`src/rtl/aes_pkg.sv`:
```
// aes_pkg: GF(2^8) constant multipliers, FSM states and column slice helpers for MixColumns
package aes_pkg;
  typedef enum logic [1:0] {IDLE, BUSY, DONE} state_t;
  function automatic logic [7:0] xtime(input logic [7:0] b);
    return {b[6:0], 1'b0} ^ (b[7] ? 8'h1B : 8'h00);
  endfunction
  function automatic logic [7:0] gf_mul_const(input logic [7:0] b, input logic [7:0] c);
    logic [7:0] x2, x4, x8;
    x2 = xtime(b);
    x4 = xtime(x2);
    x8 = xtime(x4);
    return c == 8'h01 ? b :
           c == 8'h02 ? x2 :
           c == 8'h03 ? x2 ^ b :
           c == 8'h09 ? x8 ^ b :
           c == 8'h0B ? x8 ^ x2 ^ b :
           c == 8'h0D ? x8 ^ x4 ^ b :
           c == 8'h0E ? x8 ^ x4 ^ x2 : 8'h00;
  endfunction
  // column i lives at bit offset (3-i)*32, i.e. {~i, 5'd0}
  function automatic logic [31:0] col_get(input logic [127:0] s, input logic [1:0] i);
    return s[{~i, 5'd0} +: 32];
  endfunction
  function automatic logic [127:0] col_set(input logic [127:0] s, input logic [1:0] i, input logic [31:0] v);
    logic [127:0] r;
    r = s;
    r[{~i, 5'd0} +: 32] = v;
    return r;
  endfunction
endpackage

```
`src/rtl/mix_column_word.sv`:
```
// mix_column_word: combinational forward/inverse MixColumns of one 32-bit column
module mix_column_word
  import aes_pkg::*;
(
  input  logic [31:0] col_in,
  input  logic        inv,
  output logic [31:0] col_out
);
  logic [31:0] w_k;
  logic [7:0]  w_a [4];
  assign w_k = inv ? 32'h0E0B0D09 : 32'h02030101;
  for (genvar r = 0; r < 4; r++) begin : g_row
    assign w_a[r] = col_in[31-8*r -: 8];
    assign col_out[31-8*r -: 8] = gf_mul_const(w_a[r], w_k[31:24]) ^
                                  gf_mul_const(w_a[(r+1)%4], w_k[23:16]) ^
                                  gf_mul_const(w_a[(r+2)%4], w_k[15:8]) ^
                                  gf_mul_const(w_a[(r+3)%4], w_k[7:0]);
  end
endmodule

```
`src/rtl/mix_columns_iter.sv`:
```
// mix_columns_iter: iterative MixColumns/InvMixColumns engine, COLS_PER_CYCLE columns per cycle
module mix_columns_iter
  import aes_pkg::*;
#(
  parameter int COLS_PER_CYCLE = 1
) (
  input  logic         clk,
  input  logic         rst_n,
  input  logic         flush,
  input  logic         in_valid,
  output logic         in_ready,
  input  logic         inv_mode,
  input  logic [127:0] data_in,
  output logic         out_valid,
  input  logic         out_ready,
  output logic [127:0] data_out,
  output logic         busy
);
  localparam int NUM_ITER = 4 / COLS_PER_CYCLE;
  if (COLS_PER_CYCLE != 1 && COLS_PER_CYCLE != 2 && COLS_PER_CYCLE != 4) begin : g_bad_cols
    $error("mix_columns_iter: COLS_PER_CYCLE must be 1, 2 or 4");
  end
  state_t       r_st, w_st_nxt;
  logic [127:0] r_state, r_dout, w_next;
  logic [1:0]   r_idx;
  logic         r_inv, w_last;
  logic [31:0]  w_col [COLS_PER_CYCLE];
  assign w_last    = r_idx == 2'((NUM_ITER - 1) * COLS_PER_CYCLE);
  assign in_ready  = r_st == IDLE;
  assign out_valid = r_st == DONE;
  assign busy      = r_st != IDLE;
  assign data_out  = r_dout;
  for (genvar c = 0; c < COLS_PER_CYCLE; c++) begin : g_col
    mix_column_word u_mc (
      .col_in (col_get(r_state, r_idx + 2'(c))),
      .inv    (r_inv),
      .col_out(w_col[c])
    );
  end
  always_comb begin
    w_next = r_state;
    for (int k = 0; k < COLS_PER_CYCLE; k++) w_next = col_set(w_next, r_idx + 2'(k), w_col[k]);
  end
  always_comb begin
    w_st_nxt = flush                          ? IDLE :
               (r_st == IDLE && in_valid)     ? BUSY :
               (r_st == BUSY && w_last)       ? DONE :
               (r_st == DONE && out_ready)    ? IDLE : r_st;
  end
  always_ff @(posedge clk or negedge rst_n) begin
    if (!rst_n) r_st <= IDLE;
    else        r_st <= w_st_nxt;
  end
  always_ff @(posedge clk or negedge rst_n) begin
    if (!rst_n) begin
      r_state <= '0;
      r_dout  <= '0;
      r_idx   <= '0;
      r_inv   <= 1'b0;
    end else if (flush) begin
      r_idx <= '0;
    end else if (r_st == IDLE && in_valid) begin
      r_state <= data_in;
      r_inv   <= inv_mode;
      r_idx   <= '0;
    end else if (r_st == BUSY) begin
      r_state <= w_next;
      r_idx   <= r_idx + 2'(COLS_PER_CYCLE);
      if (w_last) r_dout <= w_next;
    end
  end
endmodule

```
`config.mk`:
```
export PLATFORM = sky130hd
export DESIGN_NAME = mix_columns_iter
export DESIGN_NICKNAME = d
export VERILOG_FILES = /design/src/rtl/aes_pkg.sv /design/src/rtl/mix_column_word.sv /design/src/rtl/mix_columns_iter.sv
export SDC_FILE = /design/constraint.sdc
export NUM_CORES = 1
export LEC_CHECK = 0
export ABC_CLOCK_PERIOD_IN_PS = 4080
export CORE_ASPECT_RATIO = 2
export CORE_UTILIZATION = 53
export DETAILED_ROUTE_END_ITERATION = 10
export PLACE_DENSITY_LB_ADDON = 0.15
export REMOVE_ABC_BUFFERS = 1
export SLEW_MARGIN = 40
export SYNTH_ARGS = -nofsm -noshare
export SYNTH_HDL_FRONTEND = slang
export SYNTH_SLANG_ARGS = --single-unit
```
`constraint.sdc`:
```
create_clock -name clk -period 4.08 [get_ports clk]
set_input_delay 0.408 -clock clk [delete_from_list [all_inputs] [get_ports clk]]
set_output_delay 0.408 -clock clk [all_outputs]
set_load 0.02 [all_outputs]
```
==> impl_metrics.py <==
metrics = {
    "outcome": {
        "outcome": "finished clean",
    },
    "grt": {
        "first_global_vias": 13080,
        "grt_remaining_overflow": 0,
        "antenna_found_initial": 1,
        "global_route_wire_length_before_repair_mm": 73.45,
        "grt_max_degree": 115,
        "track_usage_pct": 34.21,
    },
    "timing": {
        "fin_setup_tns_ns": 0,
        "period_minus_slack_ns": 3.713,
        "worst_slew_pin_slew_ns": 0.7770,
        "hold-worst-slack_ns": 0.3693,
        "slew_viol_final": 0,
        "setup_viol_count_final": 0,
        "final.setup_skew_ns": 0.01112,
        "setup_repair_after_global_routing_missed_its_margin": "false",
        "timing.final.hold_violations": 0,
        "post_route_clock_period_utilization_pct": 91.01,
        "worst_relative_slew_slack_pct": 48.01,
        "highest_achievable_clock_rate_mhz": 269.3,
    },
    "worst_setup_path": {
        "rrSetupSlack_ns": 0.37,
        "setup.worst_path.start_class": "register",
        "critical_path_peak_fanout": 11,
        "worst-endpoint-required_ns": 4.51,
        "worstRegToRegCells": 8,
        "critPathCaptureType": "register",
        "reg2reg_to": "r_state[118]",
        "critical_path.startpoint": "r_idx[0]",
        "cp_data_arrival_time_ns": 4.15,
        "reg2reg_from": "r_idx[0]",
        "worst-setup-path-type": "register to register",
    },
    "routing": {
        "routed_wl_mm": 47.65,
        "drt_iter0_drc": 1100,
        "wl_per_cell_um": 23.16,
        "drtAntennaViolNets": 0,
        "routed-via-count": 12720,
        "route.detailed.vias_per_inst": 6.183,
        "drt_first_pass_iters": 6,
        "route.detailed.drc": 0,
    },
    "yosys": {
        "yosysTopAreaCell": "sky130_fd_sc_hd__dfrtp_1",
        "postSynthAreaPerCell_um2": 9.802,
        "cell_area_after_synthesis_um2": 14490,
        "ys_ff_latch": 261,
        "synth_largest_type_area_fraction_pct": 45.08,
        "syn-instance-count": 1478,
        "yosysWarningCount": 0,
        "yosys-top-cells-area": "sky130_fd_sc_hd__dfrtp_1 45%, sky130_fd_sc_hd__o21ai_0 6.4%, sky130_fd_sc_hd__nand2_1 6.3%",
        "postSynth.topFlopCell": "sky130_fd_sc_hd__dfrtp_1",
        "synth_edf_count": 0,
        "synth_cell_types": 54,
        "synth-async-reset-ratio_pct": 100.0,
        "seq_area_frac_synth_pct": 45.08,
    },
    "die": {
        "placement_rows": 85,
        "die_width_um": 118.9,
        "floorplan.io_pins": 265,
        "core_area_um2": 26910,
        "start_util_pct": 53.84,
        "die_y_um": 235.8,
        "die_area_um2": 28040,
    },
    "finish": {
        "drive_gt1_share_pct": 8.899,
        "syn2layout_area_growth_pct": 26.12,
        "most_frequent_cells_in_the_layout": "263 x sky130_fd_sc_hd__clkdlybuf4s50_1, 260 x sky130_fd_sc_hd__dfrtp_1, 241 x sky130_fd_sc_hd__nand2_1",
        "final_common_cell": "sky130_fd_sc_hd__clkdlybuf4s50_1",
        "finalInstanceArea_um2": 18270,
        "fillers": 2140,
        "finish.net_count": 1835,
        "finish.utilization_pct": 67.91,
    },
    "clock_tree": {
        "clock_tree.root_cell": "sky130_fd_sc_hd__clkbuf_16",
        "postCtsSetupRepairBufs": 0,
        "clk_transition_reported_paths_ns": 0.07,
        "cts.hold.buffers_added": 1,
        "tritoncts": "done",
        "clock_insertion_delay_worst_skew_ns": 0.54,
        "cts-buffers-inserted": 24,
        "htree_num_levels": 1,
        "tritoncts_num_sinks": 261,
        "cts_max_path_buffers": 3,
        "ctsResizeCount": 0,
    },
    "place": {
        "io_buffer_count": 264,
        "placed_instance_area_um2": 17470,
        "hpwl_mm": 33.57,
        "finalWeightedCongestion": 0.9421,
    },
    "power_and_ir_drop": {
        "ir_drop_mv": 0.6875,
        "power.density_cell_area_nw_per_um2": 940.5,
        "sum_of_internal_switching_and_leakage_power_mw": 17.19,
        "power.static_leakage_nw": 7.400,
    },
    "min_path": {
        "hold_class": "input port to asynchronous set/reset pin",
    },
    "flow_run": {
        "max_cap_viol_count": 0,
    },
}
==> worst max-delay path by stage <==
stage                    end  slack (ns)  depth (start not counted)
2_1_floorplan  data_out[103]       -2.20                          4
6_report        r_state[118]        0.37                          8
3_5_place_dp     r_state[75]        0.36                          9
3_3_place_gp     r_state[75]        0.43                          9
4_1_cts          r_state[75]        0.35                          9
5_1_grt          r_state[11]        0.20                          9
==> per-stage QoR <==
| step | cells | setup slack [ns] |
|---|---|---|
| 2_1_floorplan | 1367 | -2.201 |
| 3_3_place_gp | 2016 | 0.4299 |
| 3_5_place_dp | 2016 | 0.3638 |
| 4_1_cts | 2055 | 0.3530 |
| 5_1_grt | 2057 | 0.1976 |
| 6_report | 2057 | 0.3669 |
==> cell type report <==
| cell class | count | area, um^2 | share of cell area [%] |
|---|---|---|---|
| Multi-Input combinational cell | 1096 | 7450 | 40.77 |
| Antenna cell | 1 | 2.502 | 0.01369 |
| Inverter | 10 | 37.54 | 0.2054 |
| Tap cell | 348 | 435.4 | 2.383 |
| Sequential cell | 261 | 6533 | 35.75 |
| Timing Repair Buffer | 303 | 3054 | 16.71 |
| Clock buffer | 34 | 709.4 | 3.883 |
| Clock inverter | 4 | 51.30 | 0.2807 |
==> Yosys cell counts (2+ instances only) <==
cell type	number
sky130_fd_sc_hd__nor4_1	2
sky130_fd_sc_hd__inv_1	8
sky130_fd_sc_hd__nor2_1	116
sky130_fd_sc_hd__nand3_1	2
sky130_fd_sc_hd__and3_4	2
sky130_fd_sc_hd__a21oi_1	39
sky130_fd_sc_hd__mux4_1	5
sky130_fd_sc_hd__dfrtp_1	261
sky130_fd_sc_hd__xnor2_2	17
sky130_fd_sc_hd__and3_1	7
sky130_fd_sc_hd__xnor2_1	100
sky130_fd_sc_hd__ha_1	5
sky130_fd_sc_hd__o21ai_0	186
sky130_fd_sc_hd__clkinv_1	2
sky130_fd_sc_hd__buf_12	2
sky130_fd_sc_hd__buf_4	4
sky130_fd_sc_hd__clkbuf_1	91
sky130_fd_sc_hd__xnor3_2	2
sky130_fd_sc_hd__buf_6	5
sky130_fd_sc_hd__mux2i_1	2
sky130_fd_sc_hd__xnor3_1	11
sky130_fd_sc_hd__o21ai_1	15
sky130_fd_sc_hd__nand2b_1	4
sky130_fd_sc_hd__a31oi_1	25
sky130_fd_sc_hd__xnor2_4	5
sky130_fd_sc_hd__or3_1	37
sky130_fd_sc_hd__buf_2	4
sky130_fd_sc_hd__and2_1	2
sky130_fd_sc_hd__a221oi_1	16
sky130_fd_sc_hd__a311oi_1	47
sky130_fd_sc_hd__o21ai_2	2
sky130_fd_sc_hd__a22oi_1	55
sky130_fd_sc_hd__xor2_1	41
sky130_fd_sc_hd__a311oi_2	3
sky130_fd_sc_hd__nand2_1	242
sky130_fd_sc_hd__xor2_2	4
sky130_fd_sc_hd__nor2b_1	3
sky130_fd_sc_hd__nor3_1	51
sky130_fd_sc_hd__o221ai_1	2
sky130_fd_sc_hd__a2bb2oi_1	5
sky130_fd_sc_hd__mux4_2	27
sky130_fd_sc_hd__buf_1	4
sky130_fd_sc_hd__a21oi_4	2
sky130_fd_sc_hd__nand2_2	3
==> worst max-delay path, cell delays in order, from the launching register on <==
cell and delay (ns):
sky130_fd_sc_hd__dfrtp_2 0.64, sky130_fd_sc_hd__mux4_1 0.86, sky130_fd_sc_hd__xor2_1 0.58, sky130_fd_sc_hd__xor2_1 0.31
sky130_fd_sc_hd__xnor3_1 0.26, sky130_fd_sc_hd__nand2_1 0.09, sky130_fd_sc_hd__xnor2_1 0.47, sky130_fd_sc_hd__nand2_1 0.10
sky130_fd_sc_hd__a311oi_1 0.30
==> cells by family after synthesis <==
family | count (synthesis) | share of synthesized area [%]
xor+xnor | 182 | 14.22
compound gates | 399 | 17.22
mux | 34 | 5.242
simple gates | 476 | 14.02
fa+ha+maj | 5 | 0.4318
buf+inv | 121 | 3.783
flops | 261 | 45.08
==> where the power goes <==
part	leakage (nW)	total (mW)	switching [mW]	internal (mW)
Combinational	3.72	11.5	6.63	4.83
Sequential	3.30	3.45	0.402	3.05
Clock	0.377	2.28	1.01	1.27
==> flip-flops by register name, indices dropped and copies added, names as in the netlist <==
| name | flops |
|---|---|
| r_st | 2 |
| r_inv | 1 |
| data_out | 128 |
| r_state | 128 |
| r_idx | 2 |
==> layer usage <==
layer	share of wire (%)	track usage, %
met5	0	0
met4	6.2	21.02
met3	6.0	3.868
met2	53	61.56
met1	34	38.23
No activity file was read; power rests on OpenSTA's default activity.
